$ cat src/rtl/axis_rr_arbiter.sv
// Round-robin AXI4-Stream arbiter: packet-locked grant, one-cycle arbitration
// bubble, completed-packet counter on the master port.
module axis_rr_arbiter #(
  parameter int NUM_SRC = 4,
  parameter int DATA_W  = 8,
  localparam int GW     = $clog2(NUM_SRC)
) (
  input  logic                      m_axis_aclk,
  input  logic                      m_axis_areset,
  input  logic [NUM_SRC*DATA_W-1:0] s_axis_tdata,
  input  logic [NUM_SRC-1:0]        s_axis_tvalid,
  input  logic [NUM_SRC-1:0]        s_axis_tlast,
  output logic [NUM_SRC-1:0]        s_axis_tready,
  output logic [DATA_W-1:0]         m_axis_tdata,
  output logic                      m_axis_tvalid,
  output logic                      m_axis_tlast,
  input  logic                      m_axis_tready,
  output logic [GW-1:0]             grant,
  output logic                      busy,
  output logic [15:0]               pkt_count
);

  typedef enum logic {IDLE, BUSY} state_t;

  state_t            state_q, state_d;
  logic [GW-1:0]     grant_q, grant_d;
  logic [GW-1:0]     last_q, last_d;
  logic [15:0]       pkt_count_q, pkt_count_d;
  logic [GW-1:0]     rr_idx;
  logic [GW-1:0]     rr_pick;
  logic              rr_found;
  logic              end_of_pkt;
  logic [DATA_W-1:0] src_data [NUM_SRC];

  for (genvar g = 0; g < NUM_SRC; g++) begin : g_unpack
    assign src_data[g] = s_axis_tdata[g*DATA_W +: DATA_W];
  end

  // Search starts just past the last-served source so it gets lowest priority.
  always_comb begin
    rr_idx   = '0;
    rr_pick  = '0;
    rr_found = 1'b0;
    for (int i = 1; i <= NUM_SRC; i++) begin
      rr_idx = GW'((int'(last_q) + i) % NUM_SRC);
      if (!rr_found && s_axis_tvalid[rr_idx]) begin
        rr_found = 1'b1;
        rr_pick  = rr_idx;
      end
    end
  end

  always_comb begin
    state_d       = state_q;
    grant_d       = grant_q;
    last_d        = last_q;
    pkt_count_d   = pkt_count_q;
    m_axis_tdata  = '0;
    m_axis_tvalid = 1'b0;
    m_axis_tlast  = 1'b0;
    s_axis_tready = '0;
    busy          = 1'b0;
    end_of_pkt    = 1'b0;
    case (state_q)
      IDLE: begin
        if (rr_found) begin
          grant_d = rr_pick;
          state_d = BUSY;
        end
      end
      BUSY: begin
        busy                   = 1'b1;
        m_axis_tdata           = src_data[grant_q];
        m_axis_tvalid          = s_axis_tvalid[grant_q];
        m_axis_tlast           = s_axis_tlast[grant_q];
        s_axis_tready[grant_q] = m_axis_tready;
        end_of_pkt = s_axis_tvalid[grant_q] & s_axis_tlast[grant_q] & m_axis_tready;
        if (end_of_pkt) begin
          last_d      = grant_q;
          pkt_count_d = pkt_count_q + 16'd1;
          state_d     = IDLE;
        end
      end
      default: state_d = IDLE;
    endcase
  end

  // Reset leaves the pointer on the top source so source 0 wins first.
  always_ff @(posedge m_axis_aclk or posedge m_axis_areset) begin
    if (m_axis_areset) begin
      state_q     <= IDLE;
      grant_q     <= '0;
      last_q      <= GW'(NUM_SRC - 1);
      pkt_count_q <= '0;
    end else begin
      state_q     <= state_d;
      grant_q     <= grant_d;
      last_q      <= last_d;
      pkt_count_q <= pkt_count_d;
    end
  end

  assign grant     = grant_q;
  assign pkt_count = pkt_count_q;

endmodule

$ cat config.mk
export PLATFORM = sky130hd
export DESIGN_NAME = axis_rr_arbiter
export DESIGN_NICKNAME = d
export VERILOG_FILES = /design/src/rtl/axis_rr_arbiter.sv
export SDC_FILE = /design/constraint.sdc
export NUM_CORES = 1
export LEC_CHECK = 0
export CORE_MARGIN = 2
export CORE_UTILIZATION = 42
export DETAILED_ROUTE_END_ITERATION = 10
export GPL_TIMING_DRIVEN = 0
export PLACE_DENSITY_LB_ADDON = 0.25
export SLEW_MARGIN = 20
export SYNTH_ARGS = -nofsm -noshare
export SYNTH_HDL_FRONTEND = slang
export SYNTH_SLANG_ARGS = --single-unit
$ cat constraint.sdc
create_clock -name m_axis_aclk -period 2.65 [get_ports m_axis_aclk]
set_input_delay 0.3975 -clock m_axis_aclk [delete_from_list [all_inputs] [get_ports m_axis_aclk]]
set_output_delay 0.3975 -clock m_axis_aclk [all_outputs]
set_load 0.01 [all_outputs]
## Word-level counts from Yosys, hierarchy flattened

Index checks and enable logic that the tools add are counted.

- Bits in registers: 21
- Input port bits: 43
- Output and inout port bits: 33

- Add/subtract/negate cells: 5
- Order comparisons: 7
- Muxes and demuxes: 33
- Bitwise gates (word level): 5
- Reductions and logical operators: 9

Operators by type and width:

| operator | number |
|---|---|
| $mux W8 | 3 |
| $add A16 B1 Y16 const B | 1 |
| $bmux W8 S2 | 1 |
| $mux W1 | 16 |
| $lt A2 B3 Y1 const B | 5 |
| $bmux W1 S2 | 6 |
| $mux W2 | 4 |
| $add A2 B1 Y2 const B | 2 |
| $add A2 B2 Y2 const B | 2 |
| $and A4 B4 Y4 | 1 |
| $logic_and A1 B1 Y1 | 4 |
| $mux W4 | 1 |
| $reduce_and A2 Y1 | 2 |
| $ge A3 B3 Y1 const B | 1 |
| $logic_not A1 Y1 | 3 |
| $not A2 Y3 | 1 |
| $and A1 B1 Y1 | 2 |
| $demux W1 S2 | 1 |
| $ge A2 B1 Y1 const B | 1 |
| $pmux W1 S2 | 1 |
| $not A1 Y1 | 1 |

## Longest topological paths before layout

- Depth in word-level cells: 15
- Depth in mapped cells: 6
- Depth with buffers taken out: 5

## Least setup slack after synthesis

OpenSTA, ideal clock, no wires.

- Path type: register -> output
- Start point: register grant_q[0], in the netlist grant[0]
- End point: output port m_axis_tdata[1]
- Arrival time: 1459 ps
- Data required time: 2253 ps
- Slack: 794 ps
- Stages on the path, launching flop included: 5
- Cells stage by stage: dfrtp_1 buf_6 buf_2 mux4_2 and2_1

- Longest elaborated chain between the ends: 5

Ends and longest elaborated chain:

| item | line | RTL |
|---|---|---|
| start: declaration | 26 | `logic [GW-1:0] grant_q, grant_d;` |
| start signal: assignment | 97 | `grant_q <= grant_d;` |
| $not A2 Y3 (implied by the code) | 73 | `m_axis_tdata = src_data[grant_q];` |
| $bmux W8 S2 | 73 |  |
| $mux W8 (implied by the code) (2 in a row) | 73 |  |
| $mux W8 | 64 | `case (state_q)` |
| end: declaration | 14 | `output logic [DATA_W-1:0] m_axis_tdata,` |

Every way passes these cells. The select of a mux whose other input is x is not followed.

## Final worst setup path

- Start point: register grant_q[0], in the netlist grant[0]
- End point: output port m_axis_tlast

- Longest elaborated chain between the ends: 3

Ends and longest elaborated chain:

| item | line | RTL |
|---|---|---|
| $bmux W1 S2 | 75 | `m_axis_tlast = s_axis_tlast[grant_q];` |
| $mux W1 (implied by the code) | 75 |  |
| $mux W1 | 64 |  |
| end: declaration | 16 | `output logic m_axis_tlast,` |

Every way passes these cells. The select of a mux whose other input is x is not followed.

==> out/results.ini <==
[sta]
timing.fmax_mhz = 390
tightest_slew_ns = 0.788
finalSetupTns_ns = 0
slew_violations = 0
min_period_ns = 2.57
whs_ns = 0.484
finalSetupViolCount = 0
rsz0062_at_grt = false
clock-skew-final_ns = 0.00703
period_share = 0.969
slew-limit-headroom = 0.474
setup_ws_ns = 0.0831
hold_viol = 0

[worst_setup_path]
cp_max_fo = 10
r2r_end = pkt_count[1]
cp-start-kind = flop
reg2reg_slack_ns = 0.85
cp.arrival_ns = 2.17
worstPathRequired_ns = 2.25
r2r_start = grant[0]
crit_path_start = grant[0]
crit_type = flop to output pin
crit_path_end_kind = output pin
r2r_cells = 5

[logic_synthesis]
synth_common_cells = dfrtp_1 (19), xnor2_1 (15), nand4_1 (12)
synthFlopType = dfrtp_1
synth.most_common_cell = dfrtp_1
async_flop_share = 1.00
ys_types = 35
ys_seq_area_frac = 0.375
netlist.area_leader.share = 0.338
syn-num-nets = 174
synth_area_per_cell_um2 = 10.8
syn_inst = 130
synth-seq-cells = 21
netlist_area_mm2 = 0.00141
synthTopCellsByArea = dfrtp_1 (34%), mux4_2 (14%), xnor2_1 (9.3%)
synth.largest_area_cell = dfrtp_1
ys_warn_count = 0
synth_edf_count = 0

[job]
cap_violations = 0

[die]
rows = 21
die_y_um = 61.9
core_mm2 = 0.00328
dieArea_mm2 = 0.00383
die_x_um = 61.9
start_util = 0.428
ios = 76

[clocking]
cts_buffers = 3
clock_latency_ns = 0.31
root_buffer = clkbuf_4
ctsLongestPathBuffers = 2
h-tree-depth = 1
path_clk_slew_ns = 0.12
cts_tree = yes
clock-sinks = 21

[grt]
grt_pass1_wl_mm = 6.06
grt_usage = 0.212
grt_pass1_vias = 1451
grt-ovfl-total = 0
grt_antenna_before_repair = 0
grt_max_degree = 22

[cells_and_area]
num-nets-final = 255
fill_cells = 285
drive_gt1_frac = 0.129
num_antenna_cells = 0
area_growth_pct = 60.4

[min_path]
hp-start = pkt_count[15]
hold_class = flop to flop
min_path_cells = 1
hold_end = pkt_count[15]

[route]
post_drt_wl_per_cell_um = 15.9
drc_errors = 0
wl_mm = 4.08
dr.pass1.iters = 5
drt_iter0_markers = 46
vias = 1412
vias_per_cell = 5.52
postRouteAntennaNets = 0

[power_and_ir_drop]
ir_drop_mv = 0.474
p_leak_nw = 0.872
power_density_mw_per_mm2 = 815
p_total_w = 0.00184

[placement]
hpwlAfterDp_mm = 3.19
port_buffers = 75
place_congestion = 0.823
place_ws_ns = 0.0280

[run_status]
status = completed

[report_power, final]
group / internal (W) / leakage (nW) / switching [W]
Combinational: 0.000695 / 0.587 / 0.000494
Sequential: 0.000401 / 0.270 / 0.0000867
Clock: 0.0000588 / 0.0150 / 0.000101
Total: 0.00116 / 0.872 / 0.000682
[cell families (layout without fill, tap and decap cells)]
| kind of cell | after synthesis | after routing | synth area share |
|---|---|---|---|
| fa+ha+maj | 1 | 1 | 0.00890 |
| buf+inv | 12 | 92 | 0.0489 |
| simple gates | 55 | 55 | 0.220 |
| xor+xnor | 15 | 15 | 0.0934 |
| compound gates | 11 | 11 | 0.0641 |
| mux | 15 | 15 | 0.189 |
| flops | 21 | 21 | 0.375 |
[state kept, by name (all words and copies together), names as in the netlist]
signal / cells
grant: 2
pkt_count: 16
last_q: 2
state_q: 1
[timing repair]
action | in CTS | in global routing
hold buffers | 0 | 0
setup buffers | 1 | 0
pin swaps | 0 | 0
gates resized for setup | 2 | 1
setup endpoints to repair | 7 | 6
endpoints found under the hold margin | 0 | 0
[metrics by stage]
step	utilization	std cells	instance area, um2
finish	0.687	256	2260
global route	0.687	256	2260
CTS	0.686	256	2250
detailed placement	0.674	251	2210
global placement	0.674	251	2210
floorplan	-	130	1410
[worst max path at each step]
stage                           end  slack (ns)  cells after the start
floorplan           m_axis_tdata[1]        0.79                      4
global placement       m_axis_tlast        0.04                      5
detailed placement     m_axis_tlast        0.03                      5
CTS                 m_axis_tdata[5]        0.05                      5
global route           m_axis_tlast       0.002                      5
finish                 m_axis_tlast        0.08                      5
[per-layer routing]
layer / wire [um] / vias to the layer above / global-route usage
li1: - / 646 / -
met1: 1520 / 665 / 0.210
met2: 1940 / 86 / 0.395
met3: 505 / 15 / 0.0621
met4: 114 / 0 / 0.106
met5: 0 / - / 0
[area by class of cell]
type / instances / area (um2) / share of cell area
inverter: 5 / 18.8 / 0.00832
sequential: 21 / 528 / 0.234
tap: 46 / 57.6 / 0.0255
timing repair buffer: 76 / 758 / 0.336
clock buffer: 4 / 26.3 / 0.0116
multi-input combinational: 97 / 810 / 0.359
buffer: 7 / 57.6 / 0.0255
[worst max-delay path, stage by stage (launching register included)]
cell and delay, ns:
dfrtp_1 0.38, buf_6 0.13, mux4_2 0.54, buf_6 0.17
and2_1 0.15, clkdlybuf4s50_1 0.48
[cells in the final DEF, fill, tap and decap left out, types with 2 or more instances in the layout]
cell type,instances
buf_4,3
and3_1,5
nor2_1,11
nand3_1,8
inv_1,5
clkdlybuf4s50_1,75
xnor2_1,15
clkbuf_4,3
dfstp_2,2
buf_6,3
mux2i_1,3
mux2_2,3
mux4_2,9
clkbuf_1,2
a31oi_1,2
nor4_1,2
nand4_1,12
and2_1,10
dfrtp_1,19
Power figures use the tool's default switching activity.
